## src/rtl/uart_tx_fifo_if.sv

```systemverilog
// Producer-side bus of the UART transmitter: write strobe, data word and FIFO/line status.
interface uart_tx_fifo_if #(
    parameter int unsigned DATA_BITS = 8
);
    logic                 wr_en;
    logic [DATA_BITS-1:0] din;
    logic                 full;
    logic                 empty;
    logic                 busy;

    modport master (output wr_en, output din, input full, input empty, input busy);
    modport slave  (input wr_en, input din, output full, output empty, output busy);
endinterface

```

## src/rtl/uart_tx_fifo.sv

```systemverilog
// UART transmitter with an integrated transmit FIFO; frames go out back-to-back
// while the FIFO holds data. Configurable data width, parity and stop bits.
module uart_tx_fifo #(
    parameter int unsigned CLK_FREQ   = 100_000_000,
    parameter int unsigned BAUD       = 9600,
    parameter int unsigned DATA_BITS  = 8,
    parameter int unsigned PARITY     = 0,
    parameter int unsigned STOP_BITS  = 1,
    parameter int unsigned FIFO_DEPTH = 16
) (
    input  logic           clk,
    input  logic           rst_n,
    uart_tx_fifo_if.slave  bus,
    output logic           tx
);

    localparam int unsigned BIT_TICKS = CLK_FREQ / BAUD;
    localparam int unsigned TMR_W     = (BIT_TICKS > 2) ? $clog2(BIT_TICKS) : 1;
    localparam int unsigned PTR_W     = $clog2(FIFO_DEPTH);
    localparam int unsigned CNT_W     = PTR_W + 1;
    localparam int unsigned BCNT_W    = $clog2(DATA_BITS);
    localparam logic        PAR_ODD   = 1'(PARITY == 1);
    localparam logic        PAR_EN    = 1'(PARITY != 0);

    typedef enum logic [2:0] {
        IDLE  = 3'd0,
        START = 3'd1,
        DATA  = 3'd2,
        PAR   = 3'd3,
        STOP  = 3'd4
    } state_t;

    state_t                r_state;
    logic                  r_tx;
    logic [TMR_W-1:0]      r_timer;
    logic [BCNT_W-1:0]     r_bcnt;
    logic [DATA_BITS-1:0]  r_shift;
    logic                  r_par;
    logic [PTR_W-1:0]      r_wr_ptr;
    logic [PTR_W-1:0]      r_rd_ptr;
    logic [CNT_W-1:0]      r_count;
    logic                  r_full;
    logic                  r_empty;
    logic                  r_busy;
    logic [DATA_BITS-1:0]  r_mem [FIFO_DEPTH];

    state_t                w_state_nxt;
    logic                  w_tx_nxt;
    logic [TMR_W-1:0]      w_timer_nxt;
    logic [BCNT_W-1:0]     w_bcnt_nxt;
    logic [DATA_BITS-1:0]  w_shift_nxt;
    logic                  w_par_nxt;
    logic                  w_pop;
    logic                  w_load;
    logic                  w_bit_end;
    logic                  w_push;
    logic [CNT_W-1:0]      w_count_nxt;
    logic [DATA_BITS-1:0]  w_head;

    assign w_push    = bus.wr_en & ~r_full;
    assign w_head    = r_mem[r_rd_ptr];
    assign w_bit_end = (r_timer == TMR_W'(BIT_TICKS - 1));

    // Next-state and datapath decode; a load pops the head word and opens a start bit.
    always_comb begin
        w_state_nxt = r_state;
        w_tx_nxt    = r_tx;
        w_timer_nxt = r_timer;
        w_bcnt_nxt  = r_bcnt;
        w_shift_nxt = r_shift;
        w_par_nxt   = r_par;
        w_pop       = 1'b0;
        w_load      = 1'b0;

        if (r_state != IDLE) begin
            w_timer_nxt = w_bit_end ? '0 : r_timer + TMR_W'(1);
        end

        case (r_state)
            IDLE: begin
                if (!r_empty) begin
                    w_load = 1'b1;
                end
            end
            START: begin
                if (w_bit_end) begin
                    w_state_nxt = DATA;
                    w_tx_nxt    = r_shift[0];
                    w_bcnt_nxt  = '0;
                end
            end
            DATA: begin
                if (w_bit_end) begin
                    if (r_bcnt == BCNT_W'(DATA_BITS - 1)) begin
                        w_bcnt_nxt = '0;
                        if (PAR_EN) begin
                            w_state_nxt = PAR;
                            w_tx_nxt    = r_par;
                        end else begin
                            w_state_nxt = STOP;
                            w_tx_nxt    = 1'b1;
                        end
                    end else begin
                        w_shift_nxt = {1'b0, r_shift[DATA_BITS-1:1]};
                        w_tx_nxt    = r_shift[1];
                        w_bcnt_nxt  = r_bcnt + BCNT_W'(1);
                    end
                end
            end
            PAR: begin
                if (w_bit_end) begin
                    w_state_nxt = STOP;
                    w_tx_nxt    = 1'b1;
                    w_bcnt_nxt  = '0;
                end
            end
            STOP: begin
                if (w_bit_end) begin
                    if (r_bcnt == BCNT_W'(STOP_BITS - 1)) begin
                        w_bcnt_nxt = '0;
                        if (!r_empty) begin
                            w_load = 1'b1;
                        end else begin
                            w_state_nxt = IDLE;
                        end
                    end else begin
                        w_bcnt_nxt = r_bcnt + BCNT_W'(1);
                    end
                end
            end
            default: begin
                w_state_nxt = IDLE;
                w_tx_nxt    = 1'b1;
            end
        endcase

        // Parity is computed once per word at pop time, over DATA_BITS bits only.
        if (w_load) begin
            w_pop       = 1'b1;
            w_shift_nxt = w_head;
            w_par_nxt   = (^w_head) ^ PAR_ODD;
            w_tx_nxt    = 1'b0;
            w_timer_nxt = '0;
            w_bcnt_nxt  = '0;
            w_state_nxt = START;
        end
    end

    // FIFO occupancy: a simultaneous push and pop leaves the count unchanged.
    always_comb begin
        w_count_nxt = r_count;
        case ({w_push, w_pop})
            2'b10:   w_count_nxt = r_count + CNT_W'(1);
            2'b01:   w_count_nxt = r_count - CNT_W'(1);
            default: w_count_nxt = r_count;
        endcase
    end

    always_ff @(posedge clk or negedge rst_n) begin
        if (!rst_n) begin
            r_state  <= IDLE;
            r_tx     <= 1'b1;
            r_timer  <= '0;
            r_bcnt   <= '0;
            r_shift  <= '0;
            r_par    <= 1'b0;
            r_wr_ptr <= '0;
            r_rd_ptr <= '0;
            r_count  <= '0;
            r_full   <= 1'b0;
            r_empty  <= 1'b1;
            r_busy   <= 1'b0;
        end else begin
            r_state  <= w_state_nxt;
            r_tx     <= w_tx_nxt;
            r_timer  <= w_timer_nxt;
            r_bcnt   <= w_bcnt_nxt;
            r_shift  <= w_shift_nxt;
            r_par    <= w_par_nxt;
            r_count  <= w_count_nxt;
            r_full   <= (w_count_nxt == CNT_W'(FIFO_DEPTH));
            r_empty  <= (w_count_nxt == '0);
            r_busy   <= (w_state_nxt != IDLE) || (w_count_nxt != '0);
            if (w_push) begin
                r_wr_ptr <= r_wr_ptr + PTR_W'(1);
            end
            if (w_pop) begin
                r_rd_ptr <= r_rd_ptr + PTR_W'(1);
            end
        end
    end

    // Storage needs no reset: the pointers define which entries are valid.
    always_ff @(posedge clk) begin
        if (w_push) begin
            r_mem[r_wr_ptr] <= bus.din;
        end
    end

    assign tx        = r_tx;
    assign bus.full  = r_full;
    assign bus.empty = r_empty;
    assign bus.busy  = r_busy;

endmodule

```

## src/flat_wrapper.sv

```systemverilog
// flat-port wrapper written by rule: the top's interface ports become plain ports
module uart_tx_fifo_flat 
#(
    parameter int unsigned CLK_FREQ   = 100_000_000,
    parameter int unsigned BAUD       = 9600,
    parameter int unsigned DATA_BITS  = 8,
    parameter int unsigned PARITY     = 0,
    parameter int unsigned STOP_BITS  = 1,
    parameter int unsigned FIFO_DEPTH = 16
)
  (clk, rst_n, tx, bus_wr_en, bus_din, bus_full, bus_empty, bus_busy);
  uart_tx_fifo_if #(.DATA_BITS(DATA_BITS)) bus_i ();
  input  logic clk;
  input  logic rst_n;
  output logic tx;
  input wire logic [$bits(bus_i.wr_en)-1:0] bus_wr_en;
  input wire logic [$bits(bus_i.din)-1:0] bus_din;
  output wire logic [$bits(bus_i.full)-1:0] bus_full;
  output wire logic [$bits(bus_i.empty)-1:0] bus_empty;
  output wire logic [$bits(bus_i.busy)-1:0] bus_busy;
  assign bus_i.wr_en = bus_wr_en;
  assign bus_i.din = bus_din;
  assign bus_full = bus_i.full;
  assign bus_empty = bus_i.empty;
  assign bus_busy = bus_i.busy;
  uart_tx_fifo #(.CLK_FREQ(CLK_FREQ), .BAUD(BAUD), .DATA_BITS(DATA_BITS), .PARITY(PARITY), .STOP_BITS(STOP_BITS), .FIFO_DEPTH(FIFO_DEPTH)) u_core (.clk(clk), .rst_n(rst_n), .bus(bus_i), .tx(tx));
endmodule
```

## config.mk

```make
export PLATFORM = sky130hd
export DESIGN_NAME = uart_tx_fifo_flat
export DESIGN_NICKNAME = d
export VERILOG_FILES = /design/src/rtl/uart_tx_fifo_if.sv /design/src/rtl/uart_tx_fifo.sv /design/src/flat_wrapper.sv
export SDC_FILE = /design/constraint.sdc
export NUM_CORES = 1
export LEC_CHECK = 0
export BUFFER_PORTS_ARGS = -buffer_cell sky130_fd_sc_hd__buf_2
export CORE_MARGIN = 4
export CORE_UTILIZATION = 37
export CTS_BUF_LIST = sky130_fd_sc_hd__clkbuf_8 sky130_fd_sc_hd__clkbuf_16
export CTS_CLUSTER_DIAMETER = 150
export DETAILED_ROUTE_END_ITERATION = 6
export MAX_ROUTING_LAYER = met4
export PLACE_DENSITY = 0.63
export SLEW_MARGIN = 20
export SYNTH_ARGS = -nofsm -noshare
export SYNTH_HDL_FRONTEND = slang
export SYNTH_SLANG_ARGS = --single-unit
```

## constraint.sdc

```tcl
create_clock -name clk -period 4.8 [get_ports clk]
set_clock_uncertainty 0.15 [all_clocks]
set_input_delay 0.24 -clock clk [delete_from_list [all_inputs] [get_ports clk]]
set_output_delay 0.24 -clock clk [all_outputs]
set_load 0.005 [all_outputs]
```

# ---- Yosys cells after proc, flatten, opt, wreduce, memory -nomap -nowiden
# Memory sizes are Yosys's and may differ from the RTL's.
# Index checks and enable logic that the tools add are counted.
dict set report totals {
  register_bits 45
  elab_cells 89
  input_bits 11
  memories 1
  out_inout_bits 4
  ram_bits 128
}
dict set report classes {
  n_mux 37
  n_reduce_logical 16
  n_bitwise 2
  n_eq_ne 16
  addsub 6
}
# name words word_bits rd rd_clocked_by_memory_dff write_ports line_no
set mem_list {}
lappend mem_list {u_core.r_mem 16 8 1 0 1 uart_tx_fifo.sv:45} ;# logic [DATA_BITS-1:0] r_mem [FIFO_DEPTH];
# op count
set op_table {}
lappend op_table {{2-to-1 mux 14 bit} 3}
lappend op_table {{2-to-1 mux 3 bit} 14}
lappend op_table {{2-to-1 mux 8 bit} 4}
lappend op_table {{!= test 3 x 1 -> 1 bit (second input constant)} 5}
lappend op_table {{case mux 3 bit (5 select lines)} 1}
lappend op_table {{adder 14 x 1 -> 14 bit (second input constant)} 1}
lappend op_table {{== test 14 bit (second input constant)} 1}
lappend op_table {{2-to-1 mux 1 bit} 11}
lappend op_table {{case mux 5 bit (2 select lines)} 1}
lappend op_table {{case mux 3 bit (3 select lines)} 1}
lappend op_table {{adder 4 x 1 -> 4 bit (second input constant)} 2}
lappend op_table {{AND reduction 4 bit} 2}
lappend op_table {{== test 3 x 2 -> 1 bit (second input constant)} 2}
lappend op_table {{== test 3 bit (second input constant)} 2}
lappend op_table {{zero test 3 bit} 2}
lappend op_table {{nonzero test 2 bit} 3}
lappend op_table {{nonzero test 3 bit} 2}
lappend op_table {{adder 5 x 1 -> 5 bit (second input constant)} 1}
lappend op_table {{== test 5 bit (second input constant)} 1}
lappend op_table {{zero test 5 bit} 1}
lappend op_table {{nonzero test 5 bit} 1}
lappend op_table {{subtractor 5 x 1 -> 5 bit (second input constant)} 1}
lappend op_table {{!= test 2 x 1 -> 1 bit (second input constant)} 2}
lappend op_table {{case mux 1 bit (4 select lines)} 1}
lappend op_table {{11 further kinds} 12}

# ---- Depth between registers and ports, before layout
dict set report logic_depth {
  word_depth 9
  ltp_mapped 17
  ltp_nobuf 14
}

# ---- Least setup slack after synthesis
# OpenSTA, ideal clock, no wires.
dict set report synth_timing {
  path_kind {reg2reg}
  from {register u_core.r_timer[0]}
  to {register u_core.r_busy (netlist: u_core.bus.busy)}
  path_buffers 3
  t_arrival_ns 3.539
  setup_ns 0.138
  synth_period_minus_slack_ns 3.828
  path_slack_ns 0.972
  t_required_ns 4.512
  stages_incl_launch_ff 18
  path_cell_list {dfrtp_1 > ha_1 > and4_1 > and4_1 > buf_2 > a21oi_1 > nor2_1 > buf_2 > ha_1 > buf_4 > xor2_1 > ha_1 > a21oi_1 > mux2i_1 > xnor2_1 > or2_1 > nor3_2 > or4b_1}
}
dict set report synth_via {
  elab_chain_len 8
  word_cells_on_any_way 16
  classes_between {eq/ne: 3; mux: 10; reduce/logical: 3}
}
# element line_no
set synth_rtl {}
lappend synth_rtl {{start: declaration} uart_tx_fifo.sv:35} ;# logic [TMR_W-1:0] r_timer;
lappend synth_rtl {{start signal: assignment} uart_tx_fifo.sv:176} ;# r_timer <= w_timer_nxt;
lappend synth_rtl {{== test 14 bit (*)} uart_tx_fifo.sv:62} ;# assign w_bit_end = (r_timer == TMR_W'(BIT_TICKS - 1));
lappend synth_rtl {{2-to-1 mux 1 bit (*)} uart_tx_fifo.sv:118} ;# if (w_bit_end) begin
lappend synth_rtl {{case mux 1 bit (2 select lines) (*)} uart_tx_fifo.sv:79} ;# case (r_state)
lappend synth_rtl {{2-to-1 mux 1 bit (*)} uart_tx_fifo.sv:138} ;# if (w_load) begin
lappend synth_rtl {{== test 2 x 1 -> 1 bit or == test 2 bit (tied branches)} uart_tx_fifo.sv:152} ;# case ({w_push, w_pop})
lappend synth_rtl {{case mux 5 bit (2 select lines) (*)} uart_tx_fifo.sv:152}
lappend synth_rtl {{net u_core.w_count_nxt[2]} uart_tx_fifo.sv:57} ;# logic [CNT_W-1:0] w_count_nxt;
lappend synth_rtl {{nonzero test 5 bit (*)} uart_tx_fifo.sv:183} ;# r_busy <= (w_state_nxt != IDLE) || (w_count_nxt != '0);
lappend synth_rtl {{logical OR 1 bit (*)} uart_tx_fifo.sv:183}
lappend synth_rtl {{end signal: assignment} uart_tx_fifo.sv:183}
lappend synth_rtl {{end: declaration} uart_tx_fifo.sv:44} ;# logic r_busy;
# The timed path passes the listed nets; every way through them passes the cells marked *.
# A chain may end at the register's enable or synchronous reset.

# ---- Worst setup path after layout
# Ends and elaborated chain as after synthesis.

==> reports/qor.csv <==
stage,metric,value,unit
detailed_routing,drt_iter0_drc,290,
detailed_routing,vias,3910,
synthesis,yosysWarnings,0,
detailed_routing,viasPerCell,5.21,
timing,tightest_slew,0.865,ns
detailed_routing,drtPass1Iterations,5,
clock_tree,clkSinkCount,173,
synthesis,yosysTopAreaCell,edfxtp_1,
synthesis,async_reset_ff_frac,0.260,
clock_tree,cts.reportedPaths.clkPinSlew,0.07,ns
synthesis,synth.yosys.seq_area_share,0.674,
floorplanning,rows,51,
global_route,grt_start_max_net_pins,46,
detailed_routing,drt-total-wl,13400,µm
synthesis,synth-edff-count,128,
clock_tree,worstSkewPairLatency,0.43,ns
setup_path,worst_setup_path_start_kind,flop,
flow_run,max_cap_viol_count,0,
floorplanning,pin_count,15,
global_route,antenna_found_initial,0,
worst_hold_path,hold_depth,1,
setup_path,max_stage_delay,0.45,ns
run_status,status,"complete, no violations",
detailed_routing,drt_drc_violations_left,0,
placed_design,dp_cells,717,
synthesis,syn-num-nets,482,
clock_tree,cts_setup_buffers,0,
timing,fin_tns_setup,0,ns
floorplanning,coreArea,0.0195,mm²
clock_tree,cts_hold_buf,1,
floorplanning,initial_core_util,0.378,
timing,rsz0062_at_grt,false,
worst_hold_path,min_path_type,in2reg,
synthesis,syn_area,0.00738,mm²
clock_tree,cts_buffer_depth,2,
placed_design,routabilityCongestion,0.877,
setup_path,crit_path_cell_trace,"ha_1, and4_1, and4_1, a21oi_1, nor2_1, ha_1, xor2_1, ha_1, o21ai_0, a21oi_1, nor4_1, xor2_1, nor3_2, or4b_1",
synthesis,synthCells,459,
timing,clock.fmax,0.255,GHz
synthesis,syn_avg_cell_area,16.1,µm²
floorplanning,die_w,149,µm
timing,max_slew_margin,0.423,
global_route,first_global_vias,3902,
detailed_routing,final_antenna_net_count,0,
setup_path,crit_arrival,4.06,ns
setup_path,crit_fanout,11,
setup_path,endpoint_kind,flop,
final_layout,drive_above_1_share,0.196,
power_and_ir_drop,p_per_area,534,mW/mm²
clock_tree,cts_made_buffers,17,
synthesis,synth_area_leaders,"edfxtp_1 52%, dfrtp_1 15%, mux4_2 12%, o21ai_0 2.4%, ha_1 2.0%",
final_layout,fin_area,0.00826,mm²
global_route,grt_usage,0.132,
timing,finalCritPeriodShare,0.816,
timing,hold_viol_final,0,
clock_tree,cts_tree,built,
power_and_ir_drop,ir_drop,0.291,mV
synthesis,synth-seq-cells,173,
timing,min_period,3.92,ns
final_layout,area_delta_synth_final,11.8,%
timing,setup_violations,0,
clock_tree,postCtsResizedCells,0,
placed_design,placed_area,0.00769,mm²
power_and_ir_drop,p_leak,2.89,nW
final_layout,stdcell_count,750,
placed_design,portBuffers,14,
setup_path,path_common_cell,ha_1,
global_route,gr-total-overflow,0,
setup_path,required,4.94,ns
floorplanning,die_area,0.0223,mm²
placed_design,dp_hpwl,8860,µm
global_route,grt_first_pass_wirelength,21800,µm
final_layout,final_net_count,495,
final_layout,num_antenna_cells,0,
floorplanning,die_h,149,µm
detailed_routing,drt-wirelength-per-cell,17.9,µm
setup_path,crit_path_top_delay_cell,or4b_1,
setup_path,r2r_cells,14,
clock_tree,cts-root-buf,clkbuf_16,
synthesis,yosysTopAreaCellShare,0.521,
timing,slew_viol_final,0,
synthesis,yosysUniqueCellTypes,44,
setup_path,crit_type,reg2reg,
clock_tree,cts_htree_levels,4,
synthesis,ys.flop_type,edfxtp_1,
## final timing paths
kind | slack (ns) | from | endpoint
worst max-delay path | 0.88 | u_core.r_timer[0] | u_core.bus.busy
worst min register to register | 0.35 | u_core.r_count[4] | u_core.r_count[4]
max in group asynchronous | 3.86 | rst_n | u_core.r_rd_ptr[1]
worst max register to register | 0.88 | u_core.r_timer[0] | u_core.bus.busy
worst min-delay path | 0.05 | bus_din[1] | u_core.r_mem[5][1]
min in group asynchronous | 0.21 | rst_n | u_core.r_timer[4]
## metrics by stage
stage               hold slack [ns]  total power, mW  worst slack (ns)   util
floorplan                    -0.206             2.87             0.972      -
global placement              0.315             3.14              1.03  0.394
detailed placement            0.322             3.17             0.905  0.394
CTS                          0.0259             4.46             0.874  0.423
global route                 0.0387             4.66             0.496  0.423
finish                       0.0456             4.41             0.881  0.423
## per-layer routing
metal,routed length (µm),GRT usage
met2,6270,0.196
met5,0,-
met1,6560,0.185
met4,91,0.0293
met3,472,0.0359
## sequential cells by signal, summed over array words and instances (netlist names)
| signal | cells |
|---|---|
| u_core.r_mem | 128 |
| u_core.r_timer | 14 |
| u_core.r_shift | 8 |
| u_core.r_count | 5 |
| u_core.r_rd_ptr | 4 |
| u_core.r_wr_ptr | 4 |
| u_core.r_bcnt | 3 |
| u_core.r_state | 3 |
| u_core.bus.busy | 1 |
| u_core.bus.empty | 1 |
| u_core.bus.full | 1 |
| u_core.tx | 1 |
## cells in the final DEF, fill, tap and decap left out, types with 2 or more instances in the layout
cell type,instances
edfxtp_1,128
dfrtp_1,41
mux4_2,40
o21ai_0,35
nand2_1,33
and2_1,20
clkbuf_16,17
nor2_1,16
buf_2,13
ha_1,12
a21oi_1,11
inv_1,9
mux2i_1,9
xnor2_1,9
and3_1,9
nand3_1,7
xor2_1,6
nor3b_1,6
inv_6,6
and4_1,5
nor2b_1,4
nand3b_1,4
o31ai_1,4
nand4_1,4
nor3_1,4
clkinvlp_4,3
buf_4,3
mux2_2,2
inv_8,2
dfstp_2,2
dfrtp_2,2
## cell usage after synthesis, types with 2 or more instances
master,n
edfxtp_1,128
dfrtp_1,43
mux4_2,40
o21ai_0,35
nand2_1,33
and2_1,20
nor2_1,16
ha_1,12
a21oi_1,11
buf_2,10
and3_1,9
clkbuf_1,9
mux2i_1,9
xnor2_1,9
inv_1,8
nand3_1,7
nor3b_1,6
xor2_1,6
and4_1,5
nand3b_1,4
nand4_1,4
nor2b_1,4
nor3_1,4
o31ai_1,4
buf_1,2
dfstp_2,2
mux2_2,2
## final cells by class
type | count | area, µm²
clock buffer | 17 | 425
fill | 1771 | 11300
timing repair buffer | 17 | 97.6
tap | 265 | 332
multi-input combinational | 255 | 2270
sequential | 173 | 4970
inverter | 8 | 30.0
clock inverter | 15 | 126
## logic make-up after synthesis
| kind of cell | count (synthesis) | share of synthesized area |
|---|---|---|
| compound gates | 56 | 0.0419 |
| xor+xnor | 15 | 0.0178 |
| fa+ha+maj | 12 | 0.0203 |
| buf+inv | 31 | 0.0190 |
| flops | 173 | 0.674 |
| mux | 51 | 0.137 |
| simple gates | 121 | 0.0902 |
## power breakdown
part,switching [mW],total (mW),internal [mW]
Combinational,0.459,1.02,0.557
Sequential,0.275,2.11,1.84
Clock,0.600,1.28,0.678
## critical path, delay by kind of cell, from the launching register on
| family | cells | cell delay, ns |
|---|---|---|
| AND/OR/NAND/NOR | 6 | 1.58 |
| adder cells (fa/ha/maj) | 3 | 0.78 |
| AO/OA/AOI/OAI | 3 | 0.50 |
| flip-flops | 1 | 0.40 |
| XOR/XNOR | 2 | 0.38 |
Power figures use the tool's default switching activity.
